==> src/rtl/load_access_ctrl.sv <==
// load_access_ctrl: runs one load at a time from the memory stage to the data memory and merges the result.
// Latency: accept N, mem_read N+1, wb_valid N+2 with zero wait states; rejected requests reach writeback at N+1.
// Backpressure: req_ready is low from accept until the writeback handshake; READ holds on mem_waitrequest, WB holds on wb_ready.
// Optional: define LOAD_ACCESS_CTRL_TIMEOUT_EN to abandon a read after TIMEOUT_CYCLES wait states.
module load_access_ctrl #(
  parameter int unsigned TIMEOUT_CYCLES = 255,
  parameter int unsigned CNT_W          = 8
) (
  input  logic        clk,
  input  logic        rst_n,
  input  logic        req_valid,
  output logic        req_ready,
  input  logic [5:0]  req_opcode,
  input  logic [31:0] req_addr,
  input  logic [31:0] req_rt_old,
  input  logic [4:0]  req_dest,
  output logic        mem_read,
  output logic [31:0] mem_address,
  input  logic        mem_waitrequest,
  input  logic [31:0] mem_readdata,
  output logic        wb_valid,
  input  logic        wb_ready,
  output logic [31:0] wb_data,
  output logic [4:0]  wb_dest,
  output logic        wb_err
);

  localparam logic [5:0] OP_LB  = 6'b100000;
  localparam logic [5:0] OP_LH  = 6'b100001;
  localparam logic [5:0] OP_LWL = 6'b100010;
  localparam logic [5:0] OP_LW  = 6'b100011;
  localparam logic [5:0] OP_LBU = 6'b100100;
  localparam logic [5:0] OP_LHU = 6'b100101;
  localparam logic [5:0] OP_LWR = 6'b100110;

  localparam logic [1:0] ST_IDLE = 2'd0;
  localparam logic [1:0] ST_READ = 2'd1;
  localparam logic [1:0] ST_WB   = 2'd2;

  logic [1:0]  state;
  logic [5:0]  op_q;
  logic [31:0] addr_q;
  logic [31:0] rt_q;
  logic [4:0]  dest_q;
  logic [31:0] data_q;
  logic        err_q;

  logic        req_bad;
  logic        timeout;
  logic [7:0]  byte_sel;
  logic [15:0] half_sel;
  logic [31:0] merged;

  // Reject unknown opcodes and misaligned LW/LH/LHU before any memory access
  always_comb begin
    req_bad = 1'b0;
    case (req_opcode)
      OP_LB, OP_LBU, OP_LWL, OP_LWR: req_bad = 1'b0;
      OP_LH, OP_LHU:                 req_bad = req_addr[0];
      OP_LW:                         req_bad = |req_addr[1:0];
      default:                       req_bad = 1'b1;
    endcase
  end

  // Big-endian lane selection and merge of the returned word with the old rt value
  always_comb begin
    byte_sel = mem_readdata[31:24];
    case (addr_q[1:0])
      2'd0:    byte_sel = mem_readdata[31:24];
      2'd1:    byte_sel = mem_readdata[23:16];
      2'd2:    byte_sel = mem_readdata[15:8];
      default: byte_sel = mem_readdata[7:0];
    endcase
    half_sel = addr_q[1] ? mem_readdata[15:0] : mem_readdata[31:16];
    merged   = mem_readdata;
    case (op_q)
      OP_LB:  merged = {{24{byte_sel[7]}}, byte_sel};
      OP_LBU: merged = {24'h0, byte_sel};
      OP_LH:  merged = {{16{half_sel[15]}}, half_sel};
      OP_LHU: merged = {16'h0, half_sel};
      OP_LWL: begin
        case (addr_q[1:0])
          2'd0:    merged = mem_readdata;
          2'd1:    merged = {mem_readdata[23:0], rt_q[7:0]};
          2'd2:    merged = {mem_readdata[15:0], rt_q[15:0]};
          default: merged = {mem_readdata[7:0], rt_q[23:0]};
        endcase
      end
      OP_LWR: begin
        case (addr_q[1:0])
          2'd0:    merged = {rt_q[31:8], mem_readdata[31:24]};
          2'd1:    merged = {rt_q[31:16], mem_readdata[31:16]};
          2'd2:    merged = {rt_q[31:24], mem_readdata[31:8]};
          default: merged = mem_readdata;
        endcase
      end
      default: merged = mem_readdata;
    endcase
  end

`ifdef LOAD_ACCESS_CTRL_TIMEOUT_EN
  logic [CNT_W-1:0] wait_cnt;

  // The timeout fires on the wait cycle that brings the count to TIMEOUT_CYCLES; a response always wins
  assign timeout = mem_waitrequest && (wait_cnt == CNT_W'(TIMEOUT_CYCLES - 1));

  // Count wait-state cycles of the current read; idle outside READ so each read starts from zero
  always_ff @(posedge clk or negedge rst_n) begin
    if (!rst_n) begin
      wait_cnt <= '0;
    end else if (state != ST_READ) begin
      wait_cnt <= '0;
    end else if (mem_waitrequest) begin
      wait_cnt <= wait_cnt + CNT_W'(1);
    end
  end
`else
  logic [CNT_W-1:0] unused_cnt;

  assign timeout    = 1'b0;
  assign unused_cnt = CNT_W'(TIMEOUT_CYCLES);
`endif

  // Sequencer: capture request, hold the read through wait states, hold the result until consumed
  always_ff @(posedge clk or negedge rst_n) begin
    if (!rst_n) begin
      state  <= ST_IDLE;
      op_q   <= '0;
      addr_q <= '0;
      rt_q   <= '0;
      dest_q <= '0;
      data_q <= '0;
      err_q  <= 1'b0;
    end else begin
      case (state)
        ST_IDLE: begin
          if (req_valid) begin
            op_q   <= req_opcode;
            addr_q <= req_addr;
            rt_q   <= req_rt_old;
            dest_q <= req_dest;
            if (req_bad) begin
              data_q <= '0;
              err_q  <= 1'b1;
              state  <= ST_WB;
            end else begin
              state  <= ST_READ;
            end
          end
        end
        ST_READ: begin
          if (!mem_waitrequest) begin
            data_q <= merged;
            err_q  <= 1'b0;
            state  <= ST_WB;
          end else if (timeout) begin
            data_q <= '0;
            err_q  <= 1'b1;
            state  <= ST_WB;
          end
        end
        ST_WB: begin
          if (wb_ready) begin
            state <= ST_IDLE;
          end
        end
        default: state <= ST_IDLE;
      endcase
    end
  end

  // req_ready is forced low during reset even though the state register already reads IDLE
  assign req_ready   = rst_n && (state == ST_IDLE);
  assign mem_read    = (state == ST_READ);
  assign mem_address = {addr_q[31:2], 2'b00};
  assign wb_valid    = (state == ST_WB);
  assign wb_data     = data_q;
  assign wb_dest     = dest_q;
  assign wb_err      = err_q;

endmodule

==> config.mk <==
export PLATFORM = sky130hd
export DESIGN_NAME = load_access_ctrl
export DESIGN_NICKNAME = d
export VERILOG_FILES = /design/src/rtl/load_access_ctrl.sv
export SDC_FILE = /design/constraint.sdc
export NUM_CORES = 1
export LEC_CHECK = 0
export ABC_CLOCK_PERIOD_IN_PS = 2700
export CORE_ASPECT_RATIO = 1.1
export CORE_MARGIN = 10
export CORE_UTILIZATION = 35
export CTS_BUF_LIST = sky130_fd_sc_hd__clkbuf_16
export CTS_CLUSTER_DIAMETER = 40
export DETAILED_ROUTE_END_ITERATION = 7
export SLEW_MARGIN = 5
export SYNTH_ARGS = -nofsm -noshare
export SYNTH_HDL_FRONTEND = slang
export SYNTH_SLANG_ARGS = --single-unit
==> constraint.sdc <==
create_clock -name clk -period 2.7 [get_ports clk]
set_clock_uncertainty 0.2 [all_clocks]
set_input_delay 0.675 -clock clk [delete_from_list [all_inputs] [get_ports clk]]
set_output_delay 0.675 -clock clk [all_outputs]
set_load 0.03 [all_outputs]
# ---- After elaboration in Yosys (flattened, before gate mapping)
# Index checks and enable logic that the tools add are counted.
# W data, S select, Z words.
dict set report op_classes {
  n_reduce_logical 10
  muxes 19
  eq_ne 21
}
# operator n
set op_table {}
lappend op_table {{$pmux W32 S3} 2}
lappend op_table {{$pmux W32 S6} 1}
lappend op_table {{$mux W32} 3}
lappend op_table {{$eq A6 B6 Y1 const B} 13}
lappend op_table {{$pmux W32 S2} 1}
lappend op_table {{$pmux W8 S3} 1}
lappend op_table {{$mux W16} 1}
lappend op_table {{$mux W2} 4}
lappend op_table {{$ne A2 B2 Y1 const B} 3}
lappend op_table {{$pmux W2 S3} 1}
lappend op_table {{$eq A2 B1 Y1 const B} 2}
lappend op_table {{$eq A2 B2 Y1 const B} 2}
lappend op_table {{$logic_not A2 Y1} 2}
lappend op_table {{$reduce_and A4 Y1} 1}
lappend op_table {{$reduce_or A2 Y1} 2}
lappend op_table {{$reduce_or A4 Y1} 1}
lappend op_table {{$mux W1} 3}
lappend op_table {{$pmux W1 S3} 1}
lappend op_table {{$reduce_and A3 Y1} 1}
lappend op_table {{$ne A2 B1 Y1 const B} 1}
lappend op_table {{$pmux W1 S2} 1}
lappend op_table {{$reduce_and A2 Y1} 1}
lappend op_table {{$reduce_bool A2 Y1} 1}
lappend op_table {{$logic_and A1 B1 Y1} 1}
dict set report word_totals {
  out_inout_bits 73
  elab_cells 57
  in_bits 112
  ff_bits 110
}

# ---- Depth between registers and ports, before layout
dict set report logic_depth {
  depth_word 6
  mapped_depth 8
}

# ---- Worst setup path after synthesis
# Ideal clock, no wire load.
dict set report synth_path {
  kind {register to register}
  start {register state[1]}
  end {register data_q[4] (netlist: wb_data[4])}
  period_less_slack_ns 2.321
  setup_slack_ns 0.379
  path_buffers 2
  required_time_ns 2.374
  arrival_time_ns 1.995
  path_stages_with_launch 7
  setup_time_ns 0.126
  path_cell_list {dfrtp_1 nor2b_1 nor2b_1 clkbuf_1 a21oi_1 clkbuf_1 a221o_1}
}
dict set report synth_via {
  elab_chain_len 3
  elab_cells_between_ends 8
}
# item line
set synth_lines {}
lappend synth_lines {{start, declared} 40} ;# logic [1:0] state;
lappend synth_lines {{start signal, assigned} 127} ;# state <= ST_IDLE;
lappend synth_lines {{start signal, assigned} 145} ;# state <= ST_WB;
lappend synth_lines {{start signal, assigned} 147} ;# state <= ST_READ;
lappend synth_lines {{$eq A2 B1 Y1 *} --}
lappend synth_lines {{net mem_read} 17} ;# output logic mem_read,
lappend synth_lines {{$ne A2 B2 Y1 (no line) / $reduce_bool A2 Y1 (equally long branches)} --}
lappend synth_lines {{$reduce_and A4 Y1 (no line)} --}
lappend synth_lines {{end signal, assigned} 153} ;# data_q <= merged;
lappend synth_lines {{end, declared} 45} ;# logic [31:0] data_q;
# Mark *: on every way through the listed nets, which the timed path passes. The rest lies on a longest branch.
# A chain may end at the register's enable or synchronous reset.

# ---- Final worst setup path
dict set report layout_path {
  start {register state[0]}
  end {output wb_valid}
}
dict set report layout_via {
  elab_chain_len 1
}
# item line
set layout_lines {}
lappend layout_lines {{$eq A2 B2 Y1} 176} ;# assign wb_valid = (state == ST_WB);
lappend layout_lines {{end, declared} 21} ;# output logic wb_valid,
# Every way passes these cells.

==> impl_metrics.toml <==
[critical_path]
critical_path_depth = 3
cp-end-kind = "output port"
crit_family = "buffers and inverters"
max_stage_delay_ns = 0.68
path_buf_inv = 2
r2r_cells = 5
critPathLaunchType = "register"
worstPathRequired_ns = 1.82
path_cells = "nand2b_1, inv_1, clkdlybuf4s50_1"
crit_fanout = 4
worst_path_max_delay_cell = "clkdlybuf4s50_1"
crit_arrival_ns = 1.69
critPathKind = "reg2out"

[grt]
grtUsageTotal = 0.167
grt_max_degree = 111
grt_pass1_vias = 5477
overflow = 0
antenna_found_initial = 3
grt_pass1_wl_um = 31000

[yosys]
synth_area_leaders = "dfrtp_1 (45%), mux2_2 (16%), mux4_2 (6.2%), buf_4 (4.0%), mux2i_1 (3.9%)"
yosys.area.top_type_share = 0.446
yosysTopAreaCell = "dfrtp_1"
yosys-top-cells-count = "dfrtp_1 (110), mux2_2 (90), o21ai_0 (44), buf_4 (33), nand2_1 (28)"
ys.flop_type = "dfrtp_1"
synth_cells = 537
yosysWarnings = 0
synth_edf_count = 0
synth_seq_cells = 110
syn_area_per_cell_um2 = 11.5
syn_area_um2 = 6180
seq_area_frac_synth = 0.446
synth.distinct_cells = 37
synthArstFlopShare = 1.00
yosys.cell_count.top_type = "dfrtp_1"

[sta]
holdWs_ns = 0.240
hold_viol = 0
setup-violations-final = 0
tns_ns = 0
timing.final.crit_share = 0.949
period_minus_slack_ns = 2.56
rsz0062_at_grt = "no"
max_freq_mhz = 390
worst_pin_slew_ns = 0.776
slew_violations = 0
maxSlewHeadroom = 0.480

[floorplan]
start_util = 0.359
placementRows = 50
die_h_um = 159
die_area_um2 = 23400
ios = 185
core-area_um2 = 17200
die_x_um = 147

[drt]
drc = 0
firstDrtPassIters = 5
drt-wirelength-per-cell_um = 21.4
viasPerCell = 5.46
final_antenna_net_count = 0
num_vias = 5101
drt_iter0_drc = 402
wl_um = 20100

[layout]
num-fill-cells = 1574
syn_to_final_growth_pct = 38.1
nNetsFinal = 806
drive_above_1_share = 0.245

[placed_design]
gp_congestion = 0.901
io_buffers = 182
dp_hpwl_um = 15000

[clocking]
cts.path.max_buffers = 2
cts_sinks = 110
cts_tree = "done"
worstSkewPairLatency_ns = 0.36
cts-root-buf = "clkbuf_16"
cts_max_level = 3
clk_pin_slew_ns = 0.07
numCtsBuffers = 9
cts_setup_buffers = 0

[job]
maxCapViolations = 0

[pwr]
p_int_uw = 4050
pwr-share-comb = 0.417
seqPwrFrac = 0.365
powerDensity_nw_per_um2 = 736
pwr-share-clk = 0.218
finalPower_uw = 6280
p_leak_uw = 0.00361
switchingPower_uw = 2230
power_switching_share = 0.356
vdd_ir_drop_max_mv = 0.396

[hold_path]
hold_class = "in2async"

[run_status]
outcome = "complete, no violations"
registers in the layout (all words and copies together) (netlist names):
register and count:
addr_q 32, rt_q 32, wb_err 1, op_q 6, wb_data 32, wb_dest 5, state 2
logic make-up (layout without fill, tap and decap cells):
kind of cell | after synthesis | in the layout | share of synthesized area
DFF | 110 | 110 | 0.446
buffers and inverters | 77 | 238 | 0.0725
muxes | 131 | 131 | 0.265
other | 1 | 4 | 0.000607
and+or+nand+nor | 66 | 66 | 0.0547
AOI/OAI and AO/OA | 152 | 152 | 0.162
cell type report:
class | instances | area [um2] | share of cell area
antenna | 2 | 5.00 | 0.000587
clock buffer | 9 | 225 | 0.0264
clock inverter | 7 | 72.6 | 0.00851
inverter | 3 | 11.3 | 0.00132
multi-input combinational | 351 | 3000 | 0.351
sequential | 110 | 2760 | 0.323
tap | 234 | 293 | 0.0343
timing repair buffer | 219 | 2170 | 0.255
final timing paths:
kind                             start          end  slack [ns]
max                           state[0]     wb_valid        0.14
min                              rst_n       wb_err        0.24
max reg2reg                  addr_q[1]  wb_data[13]        0.41
min reg2reg                wb_data[10]  wb_data[10]        0.28
max in group asynchronous        rst_n    addr_q[0]        1.57
min in group clk           wb_data[10]  wb_data[10]        0.28
power groups by stage:
stage                     combinational, uW  clock, uW  sequential (uW)
final                                  2620       1370             2290
after detailed placement               2630          0             2320
after CTS                              2640       1420             2300
after global routing                   2800       1470             2340
after floorplan                        1770          0             2280
after global placement                 2580          0             2300
metrics by stage:
| step | worst slack (ns) | cells | instance area [um2] | utilization |
|---|---|---|---|---|
| after floorplan | 0.379 | 538 | 6180 | - |
| after detailed placement | -0.108 | 917 | 8220 | 0.478 |
| after global placement | -0.0704 | 917 | 8220 | 0.478 |
| after global routing | 0.0515 | 935 | 8530 | 0.496 |
| after CTS | 0.0406 | 933 | 8520 | 0.495 |
| final | 0.138 | 935 | 8530 | 0.496 |
per-layer routing:
metal / global-route usage / share of wire / up-vias
li1: - / - / 2285
met4: 0.0893 / 0.039 / 2
met2: 0.257 / 0.47 / 260
met3: 0.0670 / 0.099 / 41
met1: 0.195 / 0.39 / 2513
met5: 0 / 0.00035 / -
repair_timing:
item	4_1_cts	5_1_grt
hold buffers	0	0
endpoints found under the setup margin	0	2
resized for setup	0	2
cell usage in the layout (no fill, tap or decap), types with 2 or more instances in the layout:
cell type	synthesis	layout
mux2_2	90	90
buf_4	33	33
nor2b_1	4	3
a21o_1	23	23
conb_1	1	2
nor3b_1	3	2
mux2i_1	24	24
a311oi_1	8	8
clkdlybuf4s50_1	0	179
dfrtp_2	0	2
a22oi_1	23	23
diode_2	0	2
nand2_1	28	28
dfrtp_1	110	108
a31oi_1	8	8
clkbuf_16	0	9
nor2_1	19	19
a221o_1	8	8
a21oi_1	26	25
a21oi_2	1	2
mux4_2	17	17
o21ai_0	44	44
inv_1	3	3
inv_6	0	2
nand2b_1	3	3
a22o_1	8	8
buf_12	0	6
No activity file was read; power rests on OpenSTA's default activity.
